### src/rtl/tp_sndcmd_tx_pkg.sv
// Shared types and defaults for the Time Pilot main-board sound-command transmitter.
package tp_snd_pkg;

   localparam int unsigned DATA_W      = 8;
   localparam int unsigned GAP_W       = 8;
   localparam int unsigned DEF_DEPTH   = 4;
   localparam int unsigned DEF_GAP_CEN = 64;
   localparam int unsigned CEN_DIV     = 16;

   typedef enum logic [2:0] {
      IDLE,
      PRESENT,
      LATCH,
      IRQ,
      GAP
   } tx_state_e;

endpackage

### src/rtl/tp_sndcmd_tx_if.sv
// Command-side and sound-board-side signal bundle of the sound-command transmitter.
interface tp_sndcmd_tx_if;
   import tp_snd_pkg::*;

   logic              cmd_wr;
   logic [DATA_W-1:0] cmd_data;
   logic              irq_req;
   logic [DATA_W-1:0] cpubrd_Din;
   logic              cs_sounddata;
   logic              irq_trigger;
   logic              fifo_full;
   logic              fifo_empty;
   logic              overflow;
   logic              busy;

   modport master (
      output cmd_wr, cmd_data, irq_req,
      input  cpubrd_Din, cs_sounddata, irq_trigger, fifo_full, fifo_empty, overflow, busy
   );

   modport slave (
      input  cmd_wr, cmd_data, irq_req,
      output cpubrd_Din, cs_sounddata, irq_trigger, fifo_full, fifo_empty, overflow, busy
   );

endinterface

### src/rtl/tp_sndcmd_fifo.sv
// Command-byte FIFO with registered full/empty and a sticky overflow flag.
module tp_sndcmd_fifo
   import tp_snd_pkg::*;
#(
   parameter int unsigned DEPTH = DEF_DEPTH
) (
   input  logic              clk_49m,
   input  logic              reset,
   input  logic              i_push,
   input  logic [DATA_W-1:0] i_data,
   input  logic              i_pop,
   output logic [DATA_W-1:0] o_head_c,
   output logic              o_full,
   output logic              o_empty,
   output logic              o_overflow
);

   localparam int unsigned PW = $clog2(DEPTH);
   localparam int unsigned CW = PW + 1;

   logic [DATA_W-1:0] r_mem [DEPTH];
   logic [PW-1:0]     r_wptr;
   logic [PW-1:0]     r_rptr;
   logic [CW-1:0]     r_cnt;
   logic              r_full;
   logic              r_empty;
   logic              r_ovf;
   logic [CW-1:0]     w_cnt_nxt;
   logic              w_pop_ok;
   logic              w_push_ok;

   // A simultaneous pop frees the slot, so a write into a full FIFO is still taken.
   assign w_pop_ok  = i_pop && !r_empty;
   assign w_push_ok = i_push && (!r_full || w_pop_ok);
   assign w_cnt_nxt = r_cnt + CW'(w_push_ok) - CW'(w_pop_ok);

   always_ff @(posedge clk_49m) begin
      if (w_push_ok) r_mem[r_wptr] <= i_data;
   end

   always_ff @(posedge clk_49m) begin
      if (reset) begin
         r_wptr  <= '0;
         r_rptr  <= '0;
         r_cnt   <= '0;
         r_full  <= 1'b0;
         r_empty <= 1'b1;
         r_ovf   <= 1'b0;
      end else begin
         if (w_push_ok) r_wptr <= r_wptr + PW'(1);
         if (w_pop_ok)  r_rptr <= r_rptr + PW'(1);
         r_cnt   <= w_cnt_nxt;
         r_full  <= (w_cnt_nxt == CW'(DEPTH));
         r_empty <= (w_cnt_nxt == '0);
         if (i_push && !w_push_ok) r_ovf <= 1'b1;
      end
   end

   assign o_head_c   = r_mem[r_rptr];
   assign o_full     = r_full;
   assign o_empty    = r_empty;
   assign o_overflow = r_ovf;

endmodule

### src/rtl/tp_sndcmd_tx.sv
// Presents queued command bytes to the sound board latch, pulses its IRQ and paces the next byte.
module tp_sndcmd_tx
   import tp_snd_pkg::*;
#(
   parameter int unsigned DEPTH    = DEF_DEPTH,
   parameter int unsigned GAP_CEN  = DEF_GAP_CEN,
   parameter bit          AUTO_IRQ = 1'b1
) (
   input  logic          clk_49m,
   input  logic          reset,
   input  logic          cen_3m,
   tp_sndcmd_tx_if.slave bus
);

   tx_state_e         r_state;
   logic [DATA_W-1:0] r_din;
   logic              r_cs;
   logic              r_irq;
   logic              r_busy;
   logic              r_pend;
   logic [GAP_W-1:0]  r_gap;
   logic [DATA_W-1:0] w_head;
   logic              w_full;
   logic              w_empty;
   logic              w_ovf;
   logic              w_take_irq;
   logic              w_pop;

   // A pending manual IRQ is served before any queued byte.
   assign w_take_irq = (r_state == IDLE) && r_pend;
   assign w_pop      = (r_state == IDLE) && !r_pend && !w_empty;

   tp_sndcmd_fifo #(.DEPTH(DEPTH)) u_fifo (
      .clk_49m    (clk_49m),
      .reset      (reset),
      .i_push     (bus.cmd_wr),
      .i_data     (bus.cmd_data),
      .i_pop      (w_pop),
      .o_head_c   (w_head),
      .o_full     (w_full),
      .o_empty    (w_empty),
      .o_overflow (w_ovf)
   );

   always_ff @(posedge clk_49m) begin
      if (reset) begin
         r_state <= IDLE;
         r_din   <= '0;
         r_cs    <= 1'b0;
         r_irq   <= 1'b0;
         r_busy  <= 1'b0;
         r_pend  <= 1'b0;
         r_gap   <= '0;
      end else begin
         if (!AUTO_IRQ && bus.irq_req) r_pend <= 1'b1;
         else if (w_take_irq)          r_pend <= 1'b0;

         case (r_state)
            IDLE: begin
               if (w_take_irq) begin
                  r_irq   <= 1'b1;
                  r_busy  <= 1'b1;
                  r_state <= IRQ;
               end else if (w_pop) begin
                  r_din   <= w_head;
                  r_busy  <= 1'b1;
                  r_state <= PRESENT;
               end
            end
            PRESENT: begin
               if (cen_3m) begin
                  r_cs    <= 1'b1;
                  r_state <= LATCH;
               end
            end
            // cs_sounddata spans exactly one receiver sample, then drops.
            LATCH: begin
               if (cen_3m) begin
                  r_cs <= 1'b0;
                  if (AUTO_IRQ) begin
                     r_irq   <= 1'b1;
                     r_state <= IRQ;
                  end else begin
                     r_gap   <= GAP_W'(GAP_CEN);
                     r_state <= GAP;
                  end
               end
            end
            IRQ: begin
               if (cen_3m) begin
                  r_irq   <= 1'b0;
                  r_gap   <= GAP_W'(GAP_CEN);
                  r_state <= GAP;
               end
            end
            GAP: begin
               if (r_gap == '0) begin
                  r_busy  <= 1'b0;
                  r_state <= IDLE;
               end else if (cen_3m) begin
                  r_gap <= r_gap - GAP_W'(1);
               end
            end
            default: begin
               r_cs    <= 1'b0;
               r_irq   <= 1'b0;
               r_busy  <= 1'b0;
               r_state <= IDLE;
            end
         endcase
      end
   end

   assign bus.cpubrd_Din   = r_din;
   assign bus.cs_sounddata = r_cs;
   assign bus.irq_trigger  = r_irq;
   assign bus.fifo_full    = w_full;
   assign bus.fifo_empty   = w_empty;
   assign bus.overflow     = w_ovf;
   assign bus.busy         = r_busy;

endmodule
### src/flat_wrapper.sv
// flat-port wrapper written by rule: the top's interface ports become plain ports
module tp_sndcmd_tx_flat import tp_snd_pkg::*;
#(
   parameter int unsigned DEPTH    = DEF_DEPTH,
   parameter int unsigned GAP_CEN  = DEF_GAP_CEN,
   parameter bit          AUTO_IRQ = 1'b1
)
  (clk_49m, reset, cen_3m, bus_cmd_wr, bus_cmd_data, bus_irq_req, bus_cpubrd_Din, bus_cs_sounddata, bus_irq_trigger, bus_fifo_full, bus_fifo_empty, bus_overflow, bus_busy);
  tp_sndcmd_tx_if bus_i ();
  input  logic clk_49m;
  input  logic reset;
  input  logic cen_3m;
  input wire logic [$bits(bus_i.cmd_wr)-1:0] bus_cmd_wr;
  input wire logic [$bits(bus_i.cmd_data)-1:0] bus_cmd_data;
  input wire logic [$bits(bus_i.irq_req)-1:0] bus_irq_req;
  output wire logic [$bits(bus_i.cpubrd_Din)-1:0] bus_cpubrd_Din;
  output wire logic [$bits(bus_i.cs_sounddata)-1:0] bus_cs_sounddata;
  output wire logic [$bits(bus_i.irq_trigger)-1:0] bus_irq_trigger;
  output wire logic [$bits(bus_i.fifo_full)-1:0] bus_fifo_full;
  output wire logic [$bits(bus_i.fifo_empty)-1:0] bus_fifo_empty;
  output wire logic [$bits(bus_i.overflow)-1:0] bus_overflow;
  output wire logic [$bits(bus_i.busy)-1:0] bus_busy;
  assign bus_i.cmd_wr = bus_cmd_wr;
  assign bus_i.cmd_data = bus_cmd_data;
  assign bus_i.irq_req = bus_irq_req;
  assign bus_cpubrd_Din = bus_i.cpubrd_Din;
  assign bus_cs_sounddata = bus_i.cs_sounddata;
  assign bus_irq_trigger = bus_i.irq_trigger;
  assign bus_fifo_full = bus_i.fifo_full;
  assign bus_fifo_empty = bus_i.fifo_empty;
  assign bus_overflow = bus_i.overflow;
  assign bus_busy = bus_i.busy;
  tp_sndcmd_tx #(.DEPTH(DEPTH), .GAP_CEN(GAP_CEN), .AUTO_IRQ(AUTO_IRQ)) u_core (.clk_49m(clk_49m), .reset(reset), .cen_3m(cen_3m), .bus(bus_i));
endmodule
### config.mk
export PLATFORM = sky130hd
export DESIGN_NAME = tp_sndcmd_tx_flat
export DESIGN_NICKNAME = d
export VERILOG_FILES = /design/src/rtl/tp_sndcmd_tx_pkg.sv /design/src/rtl/tp_sndcmd_tx_if.sv /design/src/rtl/tp_sndcmd_fifo.sv /design/src/rtl/tp_sndcmd_tx.sv /design/src/flat_wrapper.sv
export SDC_FILE = /design/constraint.sdc
export NUM_CORES = 1
export LEC_CHECK = 0
export CORE_MARGIN = 4
export CORE_UTILIZATION = 56
export CTS_BUF_LIST = sky130_fd_sc_hd__clkbuf_16
export CTS_CLUSTER_DIAMETER = 120
export DETAILED_ROUTE_END_ITERATION = 7
export GPL_TIMING_DRIVEN = 0
export PLACE_DENSITY = 0.79
export SETUP_SLACK_MARGIN = 0.5
export SLEW_MARGIN = 10
export SYNTH_ARGS = -nofsm -noshare
export SYNTH_HDL_FRONTEND = slang
export SYNTH_SLANG_ARGS = --single-unit
export TNS_END_PERCENT = 20
### constraint.sdc
create_clock -name clk_49m -period 3.3 [get_ports clk_49m]
set_input_delay 0.99 -clock clk_49m [delete_from_list [all_inputs] [get_ports clk_49m]]
set_output_delay 0.99 -clock clk_49m [all_outputs]
set_load 0.1 [all_outputs]
==> impl_metrics.csv <==
group,metric,value,unit
run_status,status,"completed",
finish,layout.nets,289,
critical_path,startpoint,"u_core.bus.cpubrd_Din[2]$_SDFFE_PP0P_",
drt,wl_met3,213,um
drt,wl_per_cell,16.45,um
drt,vias,1827,
drt,drc_errors,0,
critical_path,cp_data_required_time,2.31,ns
synth,ys_seq_elements,64,
timing,hold_ws,0.4533,ns
synth,yosysWarnings,0,
power,p_switching,1332,uW
global_route,antenna_found_initial,0,
critical_path,r2r-end,"u_core.u_fifo.o_full$_SDFF_PP0_",
drt,met2WireLength,2990,um
timing,period_minus_slack,2.820,ns
timing,finalCritPeriodShare,85.46,%
floorplanning,initial_core_util,57.56,%
critical_path,critPathCaptureType,"output port",
timing,worst_slew_margin_rel,34.52,%
drt,ant_nets,0,
hold_path,min_path_type,"reg2reg",
power,power.internal,2132,uW
critical_path,cp-start-kind,"flip-flop",
critical_path,rr_startpoint,"u_core.u_fifo.o_empty$_SDFF_PP1_",
floorplanning,die_h,77.68,um
clocking,cts_tree,"done",
drt,routed.top_layer,"met4",
drt,via_per_inst,5.389,
clocking,root_buffer,"clkbuf_16",
synth,syn_avg_cell_area,12.08,sq um
placed_design,post-place-ws,-0.2280,ns
clocking,clk_latency,0.33,ns
synth,synthArstFlopShare,0,%
timing,setup_slack,0.4798,ns
timing,max_freq,354.6,MHz
critical_path,path_delay_family,"buffers and inverters",
floorplanning,coreArea,0.004723,sq mm
power,seqPwrFrac,31.4,%
critical_path,worst-path-buf-inv,1,
clocking,clockBufferDepth,2,
power,cellPowerDensity,1002,mW/mm^2
power,p_comb_share,39.6,%
placed_design,place_congestion,0.8504,
floorplanning,dieArea,0.006034,sq mm
synth,syn-cell-area,0.002719,sq mm
synth,syn_nets,247,
timing,setup_viol,0,
synth,synth_area_leaders,"edfxtp_1 (35%), dfxtp_1 (24%), mux4_2 (6.6%)",
critical_path,path_class,"reg2out",
floorplanning,rows,25,
power,peakVddDrop,0.4924,mV
drt,drt_iter0_markers,136,
critical_path,worstPathMaxFanout,2,
timing,fin_skew,0.007473,ns
global_route,grt_max_degree,13,
synth,synth_common_cells,"dfxtp_1 (32), edfxtp_1 (32), nand2_1 (25)",
critical_path,cp_cell_sequence,"clkdlybuf4s50_1",
timing,hold_viol,0,
critical_path,r2r_slack,0.53,ns
timing,setup_tns,0,ns
timing,tightest_slew,0.9792,ns
synth,synth_seq_area_share,58.90,%
critical_path,rr_worst_depth,13,
clocking,numCtsBuffers,9,
global_route,track_usage,19.62,%
power,leakagePower,0.001321,uW
global_route,grt_pass1_wl,8804,um
critical_path,crit_path_end,"bus_cpubrd_Din[2]",
critical_path,slowest_delay,1.14,ns
placed_design,io_buffers,24,
power,switching_share,38.46,%
global_route,grt-ovfl-total,0,
critical_path,worst-path-stages,1,
drt,finalWirelength,5576,um
power,power_frac_clock,29.1,%
timing,rsz0062_at_grt,"true",
synth,synth_top_area_cell,"edfxtp_1",
finish,diodes,0,
clocking,path_clk_slew,0.06,ns
critical_path,cp.arrival,1.83,ns
critical_path,worst_path_max_delay_cell,"clkdlybuf4s50_1",
drt,dr.pass1.iters,4,
clocking,cts.sinks,64,
synth,yosysUniqueCellTypes,46,
clocking,cts-hold-fix-buffers,0,
clocking,htree_levels,3,
global_route,grt_pass1_vias,1820,
flow_run,drv_cap,0,
synth,synth-edff-count,32,
synth,ys.flop_type,"edfxtp_1",
placed_design,place.detailed.hpwl,3398,um
synth,post-synth-top-area-fraction,35.34,%
timing,slew_violations,0,
floorplanning,die_width,77.68,um
drt,met1_length,2244,um
synth,syn-instance-count,225,
finish,drive_above_1_share,18.01,%
floorplanning,ios,27,
finish,area_growth,27.20,%
sequential cells by signal (all words and copies together) (netlist names):
signal                    flops
u_core.bus.busy               1
u_core.bus.cpubrd_Din         8
u_core.bus.cs_sounddata       1
u_core.bus.irq_trigger        1
u_core.r_gap                  8
u_core.r_state                3
u_core.u_fifo.o_empty         1
u_core.u_fifo.o_full          1
u_core.u_fifo.o_overflow      1
u_core.u_fifo.r_cnt           3
u_core.u_fifo.r_mem          32
u_core.u_fifo.r_rptr          2
u_core.u_fifo.r_wptr          2
kinds of logic after synthesis:
group | synth area share [%]
AOI/OAI and AO/OA | 9.481
xor gates and xnor gates | 1.933
adders and majority gates | 4.418
buffers and inverters | 3.820
DFF | 58.90
muxes | 8.468
and+or+nand+nor | 12.98
cell type report:
type / count / area (sq um)
buffer: 11 / 61.31
clock buffer: 9 / 225.2
clock inverter: 7 / 95.09
fill: 307 / 1265
inverter: 15 / 56.30
multi-input combinational: 135 / 1037
sequential: 64 / 1607
tap: 67 / 83.83
timing repair buffer: 31 / 292.8
placed cells by master (no fill, tap or decap), drive strengths merged, types with 2 or more instances in the layout:
cell type	instances
and2	4
nor3	5
inv	16
clkdlybuf4s50	21
xor2	3
mux2i	5
clkinv	3
mux4	8
or4	2
a21boi	2
dfxtp	32
and3	3
edfxtp	32
nor2	15
bufinv	2
o21ai	7
xnor2	3
a31oi	2
ha	8
nand3	3
clkbuf	15
or3	6
dlygate4sd2	2
nand2b	3
buf	12
a21oi	14
nand2	25
worst min-delay path by stage:
stage | startpoint | to | slack [ns] | cells after the start
after floorplan | u_core.r_gap[7]$_SDFFE_PP0P_ | u_core.r_gap[7]$_SDFFE_PP0P_ | 0.44 | 2
after global placement | u_core.bus.cpubrd_Din[3]$_SDFFE_PP0P_ | u_core.bus.cpubrd_Din[3]$_SDFFE_PP0P_ | 0.45 | 2
after detailed placement | u_core.bus.cpubrd_Din[4]$_SDFFE_PP0P_ | u_core.bus.cpubrd_Din[4]$_SDFFE_PP0P_ | 0.45 | 2
after CTS | u_core.bus.cpubrd_Din[3]$_SDFFE_PP0P_ | u_core.bus.cpubrd_Din[3]$_SDFFE_PP0P_ | 0.46 | 2
after global routing | u_core.bus.cpubrd_Din[3]$_SDFFE_PP0P_ | u_core.bus.cpubrd_Din[3]$_SDFFE_PP0P_ | 0.49 | 2
final | u_core.bus.cpubrd_Din[5]$_SDFFE_PP0P_ | u_core.bus.cpubrd_Din[5]$_SDFFE_PP0P_ | 0.45 | 2
metrics by stage:
step / total power [uW] / cell area [sq um] / cells / util, %
after floorplan: 2036 / 2723 / 225 / -
after global placement: 2286 / 3047 / 316 / 64.50
after detailed placement: 2318 / 3047 / 316 / 64.50
after CTS: 3385 / 3403 / 334 / 72.05
after global routing: 3616 / 3458 / 339 / 73.22
final: 3465 / 3458 / 339 / 73.22
layer usage:
layer | vias up | track usage [%]
li1 | 900 | -
met1 | 874 | 21.25
met2 | 39 | 34.33
met3 | 14 | 5.800
met4 | 0 | 10.32
met5 | - | 0
power by group through the flow:
stage / clock (uW) / sequential, uW / combinational, uW
6_report: 1010 / 1090 / 1370
3_3_place_gp: 0 / 1090 / 1200
4_1_cts: 1020 / 1090 / 1280
2_1_floorplan: 0 / 1540 / 492
5_1_grt: 1060 / 1100 / 1450
3_5_place_dp: 0 / 1100 / 1220
what timing repair did:
action,in CTS,in global routing
buffers inserted,2,5
resized for setup,9,5
endpoints found under the setup margin,13,16
pin swaps,2,2
tightest hold or removal path, stage by stage (launching register included):
cell and delay (ns):
dfxtp_1 0.30, nand2_1 0.05, a21oi_1 0.05
Power figures use the tool's default switching activity.
